File: config.mk
export PLATFORM = sky130hd
export DESIGN_NAME = trigger_hls_axis_stall_detect
export DESIGN_NICKNAME = d
export VERILOG_FILES = /design/src/rtl/trigger_hls_stall_pkg.sv /design/src/rtl/trigger_hls_stall_chan.sv /design/src/rtl/trigger_hls_axis_stall_detect.sv
export SDC_FILE = /design/constraint.sdc
export NUM_CORES = 1
export LEC_CHECK = 0
export CORE_AREA = 10 10 86 103
export DETAILED_ROUTE_END_ITERATION = 12
export DIE_AREA = 0 0 96 113
export HOLD_SLACK_MARGIN = 0.05
export PLACE_DENSITY_LB_ADDON = 0.15
export SLEW_MARGIN = 20
export SYNTH_ARGS = -nofsm -noshare
export SYNTH_HDL_FRONTEND = slang
export SYNTH_HIERARCHICAL = 1
export SYNTH_SLANG_ARGS = --single-unit
File: constraint.sdc
create_clock -name clock -period 3.6 [get_ports clock]
set_input_delay 1.08 -clock clock [delete_from_list [all_inputs] [get_ports clock]]
set_output_delay 1.08 -clock clock [all_outputs]
set_load 0.01 [all_outputs]
File: src/rtl/trigger_hls_stall_pkg.sv
// Shared types and helpers for the AXI-Stream stall detector: channel state,
// blocked-condition decode and stall-counter width.
package trigger_hls_stall_pkg;

  typedef enum logic [1:0] {
    ST_RUN     = 2'd0,
    ST_PENDING = 2'd1,
    ST_BLOCKED = 2'd2
  } stall_state_e;

  // Inputs block when the kernel waits for data; outputs block on back-pressure.
  function automatic logic cond(input logic tvalid, input logic tready, input logic is_input);
    return is_input ? (tready & ~tvalid) : (tvalid & ~tready);
  endfunction

  function automatic int stall_cnt_w(input int thresh);
    return $clog2(thresh + 1);
  endfunction

endpackage

File: src/rtl/trigger_hls_stall_chan.sv
// One watched channel: RUN/PENDING/BLOCKED tracker with a consecutive-stall
// counter, reporting BLOCKED and transitions into it.
module trigger_hls_stall_chan
  import trigger_hls_stall_pkg::*;
#(
  parameter int STALL_THRESH = 1024,
  parameter bit IS_INPUT     = 1'b1
) (
  input  logic clock,
  input  logic reset,
  input  logic enable,
  input  logic tvalid,
  input  logic tready,
  output logic blocked,
  output logic blocked_nxt,
  output logic new_entry
);

  localparam int CW = stall_cnt_w(STALL_THRESH);
  localparam logic [CW-1:0] THRESH = CW'(STALL_THRESH);
  localparam logic [CW-1:0] ONE    = CW'(1);

  stall_state_e  state_q, state_d;
  logic [CW-1:0] cnt_q, cnt_d;
  logic [CW-1:0] cnt_inc;
  logic          cond_i;

  assign cond_i  = cond(tvalid, tready, IS_INPUT);
  assign cnt_inc = cnt_q + ONE;

  always_ff @(posedge clock) begin
    if (reset) begin
      state_q <= ST_RUN;
      cnt_q   <= '0;
    end else begin
      state_q <= state_d;
      cnt_q   <= cnt_d;
    end
  end

  always_comb begin
    state_d = state_q;
    cnt_d   = cnt_q;
    if (!enable) begin
      state_d = ST_RUN;
      cnt_d   = '0;
    end else begin
      unique case (state_q)
        ST_RUN: begin
          if (cond_i) begin
            cnt_d   = ONE;
            state_d = (ONE >= THRESH) ? ST_BLOCKED : ST_PENDING;
          end
        end
        ST_PENDING: begin
          if (cond_i) begin
            cnt_d = cnt_inc;
            if (cnt_inc == THRESH) state_d = ST_BLOCKED;
          end else begin
            state_d = ST_RUN;
            cnt_d   = '0;
          end
        end
        ST_BLOCKED: begin
          // Counter parks at THRESH while the stall persists.
          if (!cond_i) begin
            state_d = ST_RUN;
            cnt_d   = '0;
          end
        end
        default: begin
          state_d = ST_RUN;
          cnt_d   = '0;
        end
      endcase
    end
  end

  always_comb begin
    blocked     = (state_q == ST_BLOCKED);
    blocked_nxt = (state_d == ST_BLOCKED);
    new_entry   = blocked_nxt & ~blocked;
  end

endmodule

File: src/rtl/trigger_hls_axis_stall_detect.sv
// Per-channel AXI-Stream stall detector feeding the deadlock monitor, with a
// first-offender capture and a saturating stall-event counter.
module trigger_hls_axis_stall_detect
  import trigger_hls_stall_pkg::*;
#(
  parameter int                NUM_CH       = 2,
  parameter logic [NUM_CH-1:0] CH_IS_INPUT  = 2'b01,
  parameter int                STALL_THRESH = 1024,
  parameter int                CNT_W        = 16
) (
  input  logic                                       clock,
  input  logic                                       reset,
  input  logic                                       enable,
  input  logic [NUM_CH-1:0]                          ch_tvalid,
  input  logic [NUM_CH-1:0]                          ch_tready,
  input  logic                                       clear_stats,
  output logic [NUM_CH-1:0]                          axis_block_sigs,
  output logic                                       stall_any,
  output logic                                       first_valid,
  output logic [((NUM_CH > 1) ? $clog2(NUM_CH) : 1)-1:0] first_ch,
  output logic [CNT_W-1:0]                           stall_events
);

  localparam int FCH_W = (NUM_CH > 1) ? $clog2(NUM_CH) : 1;
  localparam logic [CNT_W-1:0] EV_MAX = '1;

  logic [NUM_CH-1:0] blocked, blocked_nxt, new_entry;
  logic              any_new;
  logic [FCH_W-1:0]  first_idx;

  logic              stall_any_q, stall_any_d;
  logic              first_valid_q, first_valid_d;
  logic [FCH_W-1:0]  first_ch_q, first_ch_d;
  logic [CNT_W-1:0]  stall_events_q, stall_events_d;

  for (genvar g = 0; g < NUM_CH; g++) begin : g_chan
    trigger_hls_stall_chan #(
      .STALL_THRESH(STALL_THRESH),
      .IS_INPUT    (CH_IS_INPUT[g])
    ) u_chan (
      .clock      (clock),
      .reset      (reset),
      .enable     (enable),
      .tvalid     (ch_tvalid[g]),
      .tready     (ch_tready[g]),
      .blocked    (blocked[g]),
      .blocked_nxt(blocked_nxt[g]),
      .new_entry  (new_entry[g])
    );
  end

  // Lowest-index new entry wins the capture.
  always_comb begin
    first_idx = '0;
    for (int i = NUM_CH - 1; i >= 0; i--) begin
      if (new_entry[i]) first_idx = FCH_W'(i);
    end
  end

  assign any_new = |new_entry;

  always_comb begin
    stall_any_d    = |blocked_nxt;
    first_valid_d  = first_valid_q;
    first_ch_d     = first_ch_q;
    stall_events_d = stall_events_q;
    if (clear_stats) begin
      first_valid_d  = 1'b0;
      first_ch_d     = '0;
      stall_events_d = '0;
    end
    // Applied after the clear so a coincident new entry is not lost.
    if (any_new) begin
      if (stall_events_d != EV_MAX) stall_events_d = stall_events_d + 1'b1;
      if (!first_valid_d) begin
        first_valid_d = 1'b1;
        first_ch_d    = first_idx;
      end
    end
  end

  always_ff @(posedge clock) begin
    if (reset) begin
      stall_any_q    <= 1'b0;
      first_valid_q  <= 1'b0;
      first_ch_q     <= '0;
      stall_events_q <= '0;
    end else begin
      stall_any_q    <= stall_any_d;
      first_valid_q  <= first_valid_d;
      first_ch_q     <= first_ch_d;
      stall_events_q <= stall_events_d;
    end
  end

  assign axis_block_sigs = blocked;
  assign stall_any       = stall_any_q;
  assign first_valid     = first_valid_q;
  assign first_ch        = first_ch_q;
  assign stall_events    = stall_events_q;

endmodule
-- After elaboration in Yosys (flattened, before gate mapping)
Cells that the tools add are included.
- add/sub/neg operators: 3
- reductions and logical operators: 7
- muxes and demuxes: 30
- bitwise logic cells: 9
- equality and inequality tests: 13
- operator list (operator ; count):
    2-to-1 mux 11 bit ; 6
    case mux 11 bit (3 select lines) ; 2
    2-to-1 mux 16 bit ; 3
    adder 11 x 1 -> 11 bit (second input constant) ; 2
    == test 11 bit (second input constant) ; 2
    2-to-1 mux 2 bit ; 10
    adder 16 x 1 -> 16 bit (second input constant) ; 1
    inequality test 16 bit (second input constant) ; 1
    case mux 2 bit (3 select lines) ; 2
    == test 2 bit (second input constant) ; 4
    2-to-1 mux 1 bit ; 7
    OR reduction 2 bit ; 3
    inverter 1 bit ; 5
    bitwise AND 1 bit ; 4
    == test 2 x 1 -> 1 bit (second input constant) ; 2
    zero test 2 bit ; 2
    inequality test 2 x 1 -> 1 bit (second input constant) ; 2
    inequality test 2 bit (second input constant) ; 2
    AND reduction 2 bit ; 2
- flip-flop bits (word level): 45
- output and inout port bits: 21

-- Depth between registers and ports, before layout
- depth in word-level cells: 12
- mapped depth: 10
- gate-level depth less buffers: 10

-- Modules after synthesis
The synthesis kept the hierarchy.
- by module, submodules not included (module ; area an instance (sq um) ; times used ; cells each):
    trigger_hls_stall_chan ; 792.0 ; 2 ; 100
    trigger_hls_axis_stall_detect ; 1112.3 ; 1 ; 135

-- Worst setup path after synthesis
OpenSTA, ideal clock, no wires.
- path kind: input to register
- from: in ch_tvalid[0]
- to: reg stall_events_q[9], in the netlist stall_events[9]
- path slack: 0.434 ns
- library setup time: 0.070 ns
- cell stages on the path: 10
- arrival: 3.096 ns
- path buffers: 1
- path through: nor3b_2 nand2_2 clkbuf_1 nor2_1 nand2_1 nor3_1 or2_2 nand4_2 or4_1 a21oi_1
- cells in the longest elaborated chain, start to end: 9
- elaborated cells on any way between the ends: 11
- those cells by class: 1 x eq/ne; 6 x mux; 3 x bitwise; 1 x reduce/logical
- RTL lines (what ; line ; source):
    from (decl) ; trigger_hls_axis_stall_detect.sv:14 ; input logic [NUM_CH-1:0] ch_tvalid,
    inverter 1 bit * ; trigger_hls_stall_pkg.sv:13 ; return is_input ? (tready & ~tvalid) : (tvalid & ~tready);
    bitwise AND 1 bit * ; trigger_hls_stall_pkg.sv:13 ;
    2-to-1 mux 2 bit, on equally long branches ; trigger_hls_stall_chan.sv:66, trigger_hls_stall_chan.sv:50, trigger_hls_stall_chan.sv:56 ;
    case mux 2 bit (3 select lines) * ; trigger_hls_stall_chan.sv:48 ; unique case (state_q)
    2-to-1 mux 2 bit * ; trigger_hls_stall_chan.sv:44 ; if (!enable) begin
    == test 2 bit * ; trigger_hls_stall_chan.sv:81 ; blocked_nxt = (state_d == ST_BLOCKED);
    bitwise AND 1 bit * ; trigger_hls_stall_chan.sv:82 ; new_entry = blocked_nxt & ~blocked;
    named net new_entry[0] ; trigger_hls_axis_stall_detect.sv:27 ; logic [NUM_CH-1:0] blocked, blocked_nxt, new_entry;
    OR reduction 2 bit * ; trigger_hls_axis_stall_detect.sv:60 ; assign any_new = |new_entry;
    2-to-1 mux 16 bit * ; trigger_hls_axis_stall_detect.sv:73 ; if (any_new) begin
    to (signal assigned) ; trigger_hls_axis_stall_detect.sv:92 ; stall_events_q <= stall_events_d;
    to (decl) ; trigger_hls_axis_stall_detect.sv:34 ; logic [CNT_W-1:0] stall_events_q, stall_events_d;
Mark *: on every way through the listed nets, which the timed path passes. The rest lies on a longest branch.
A chain may end at the register's enable or synchronous reset.

-- Worst setup path after layout
- from: in ch_tvalid[1]
- to: reg stall_events_q[11], in the netlist stall_events[11]
- cells in the longest elaborated chain, start to end: 8
- elaborated cells on any way between the ends: 10
- those cells by class: 1 x eq/ne; 6 x mux; 2 x bitwise; 1 x reduce/logical
- RTL lines (what ; line):
    bitwise AND 1 bit * ; trigger_hls_stall_pkg.sv:13
    2-to-1 mux 2 bit, on equally long branches ; trigger_hls_stall_chan.sv:66, trigger_hls_stall_chan.sv:50, trigger_hls_stall_chan.sv:56
    case mux 2 bit (3 select lines) * ; trigger_hls_stall_chan.sv:48
    2-to-1 mux 2 bit * ; trigger_hls_stall_chan.sv:44
    == test 2 bit * ; trigger_hls_stall_chan.sv:81
    bitwise AND 1 bit * ; trigger_hls_stall_chan.sv:82
    named net new_entry[1] ; trigger_hls_axis_stall_detect.sv:27
    OR reduction 2 bit * ; trigger_hls_axis_stall_detect.sv:60
    2-to-1 mux 16 bit * ; trigger_hls_axis_stall_detect.sv:73
Marked as above.

==> flow_summary.yaml <==
cts:
  root_buffer: "clkbuf_8"
  cts_hold_buf: 0
  cts_setup_buffers: 0
  ctsLongestPathBuffers: 2
  insertion_delay_ns: 0.30
  h-tree-depth: 2
  numCtsBuffers: 5
  post_cts_resized: 0
  cts.clk_slew.worst_paths_ns: 0.08
  cts_tree: "yes"
  cts_sinks: 45
global_route:
  grt_pass1_wl_mm: 11.4
  grt_pass1_vias: 2415
  grtUsageTotal_pct: 12.7
  antenna_found_initial: 0
  gr-total-overflow: 0
  grt_max_degree: 16
layout:
  n_antenna_cell: 0
  synthToLayoutAreaGrowth_pct: 18.2
  fillers: 702
  final_core_util_pct: 47.1
  drive_gt1_share_pct: 11.2
  nNetsFinal: 377
  most-common-layout-cells: "dfxtp_1 (45), a21oi_1 (32), nor2_1 (29)"
  final_common_cell: "dfxtp_1"
critical_path:
  arrival_ns: 3.47
  path_max_fanout: 7
  cp_data_required_time_ns: 3.83
  startpoint_type: "input port"
  timing_worst_setup_path_type: "input port to flip-flop"
  critical_path.endpoint_type: "flip-flop"
floorplanning:
  io_pins: 29
  core_um2: 6770
  fp.dieH_um: 113
  dieWidth_um: 96
  fp-row-count: 33
  die-area_um2: 10800
  start_util_pct: 39.8
run_status:
  outcome: "finished clean"
run:
  cap_violations: 0
drt:
  routedWlPerCell_um: 14.9
  drtPass1Iterations: 4
  totalWireLength_mm: 6.77
  drc: 0
  ant_nets: 0
  vias: 2584
  via_per_inst: 5.69
  drtIter0Drc: 85
synth:
  ys_ff_latch: 45
  ys_seq_area_share_pct: 33.4
  syn_area_per_cell_um2: 8.05
  ys.flop_type: "dfxtp_1"
  syn_inst: 335
  syn-cell-area_um2: 2700
  synthArstFlopShare_pct: 0
  synth_nets: 346
  synth-edff-count: 0
  synth_warnings: 6
  yosysUniqueCellTypes: 52
sta:
  slew_viol_final: 0
  finalCriticalPeriod_ns: 3.24
  fin_crit_sh_pct: 90.1
  tightest_slew_ns: 0.715
  rsz0062_at_grt: "false"
  maxSlewHeadroom_pct: 52.1
  finalHoldViolations: 0
  setup_tns_ns: 0
  setup_violations: 0
  fmax_ghz: 0.308
  skew_ns: 0.00488
pwr:
  power_density_nw_per_um2: 281
  p_clk_share_pct: 38.6
  p_switching_uw: 203
  intPower_uw: 692
  p_sw_share_pct: 22.7
  vdd_drop_max_v: 0.000141
  combPwrFrac_pct: 5.4
  p_seq_share_pct: 55.9
  total_leakage_power_nw: 1.07
placed_design:
  gp_routability_congestion: 0.807
  dp_hpwl_mm: 5.06
  portBuffers: 28
worst_hold_path:
  hp-class: "flip-flop to flip-flop"
[kinds of logic after synthesis]
kind of cell / share of synthesized area (%)
buf+inv: 3.57
simple gates: 38.5
compound gates: 19.3
mux: 3.81
flops: 33.4
fa+ha+maj: 1.39
[sequential cells by signal (all words and copies together) (netlist names)]
register,count
g_chan.u_chan/state_q,4
g_chan.u_chan/cnt_q,22
first_valid,1
stall_any,1
stall_events,16
first_ch,1
[power groups by stage]
stage,clock network [mW],logic [mW],registers [mW]
finish,0.346,0.0486,0.501
global route,0.378,0.0530,0.501
CTS,0.364,0.0486,0.501
detailed placement,0,0.0486,0.513
global placement,0,0.0482,0.512
floorplan,0,0.0268,0.512
[Yosys cell counts, drive strengths merged (8+ instances only)]
| library cell | n | area [µm²] |
|---|---|---|
| nor4 | 10 | 90.1 |
| inv | 8 | 30.0 |
| clkbuf | 9 | 33.8 |
| nand3b | 11 | 82.6 |
| mux2i | 8 | 80.1 |
| nor3 | 9 | 55.1 |
| dfxtp | 45 | 901 |
| o21ai | 17 | 85.1 |
| a21oi | 34 | 178 |
| nand2 | 30 | 123 |
| nor2 | 29 | 109 |
| nand3 | 23 | 115 |
| and3 | 15 | 116 |
[worst paths after layout]
path                                                             start                           to  slack (ns)  depth (start not counted)
worst max-delay path                                      ch_tvalid[1]  stall_events[11]$_SDFF_PP0_        0.36                         10
worst min-delay path                               first_ch$_SDFF_PP0_          first_ch$_SDFF_PP0_        0.50                          2
worst max register to register  g_chan[1].u_chan/cnt_q[0]$_SDFFE_PP0P_  stall_events[11]$_SDFF_PP0_        0.77                          9
worst min register to register                     first_ch$_SDFF_PP0_          first_ch$_SDFF_PP0_        0.50                          2
[area by class of cell]
class / count / area [µm²] / share of cell area, %
Clock buffer: 7 / 96.3 / 3.02
Clock inverter: 1 / 5.00 / 0.157
Inverter: 8 / 30.0 / 0.942
Multi-Input combinational cell: 269 / 1700 / 53.3
Sequential cell: 45 / 901 / 28.3
Tap cell: 87 / 109 / 3.41
Timing Repair Buffer: 37 / 348 / 10.9
[worst max-delay path: stages]
cell and delay [ns]:
clkdlybuf4s50_1 0.48, nor3b_2 0.22, nand2_2 0.09, nor2_1 0.12
nand2_1 0.09, nor3_1 0.28, or2_2 0.23, nand4_2 0.19
or4_1 0.55, a21oi_1 0.14
[per-stage QoR]
stage | instances | instance area (µm²) | setup slack, ns | hold slack (ns) | power (mW)
global placement | 446 | 3090 | 0.127 | 0.491 | 0.561
finish | 454 | 3190 | 0.356 | 0.498 | 0.895
CTS | 454 | 3190 | 0.357 | 0.507 | 0.914
detailed placement | 446 | 3090 | 0.0457 | 0.495 | 0.561
floorplan | 335 | 2700 | 0.434 | 0.480 | 0.539
global route | 454 | 3190 | 0.112 | 0.537 | 0.933
[routing by layer]
metal	up-vias	wire (µm)	track usage, %	part of all wire (%)
met3	10	360	2.98	5.3
met4	0	119	5.12	1.8
met2	59	3130	19.8	46
met5	-	0	0	0
li1	1315	-	-	-
met1	1200	3160	16.3	47
No activity file was read; power rests on OpenSTA's default activity.
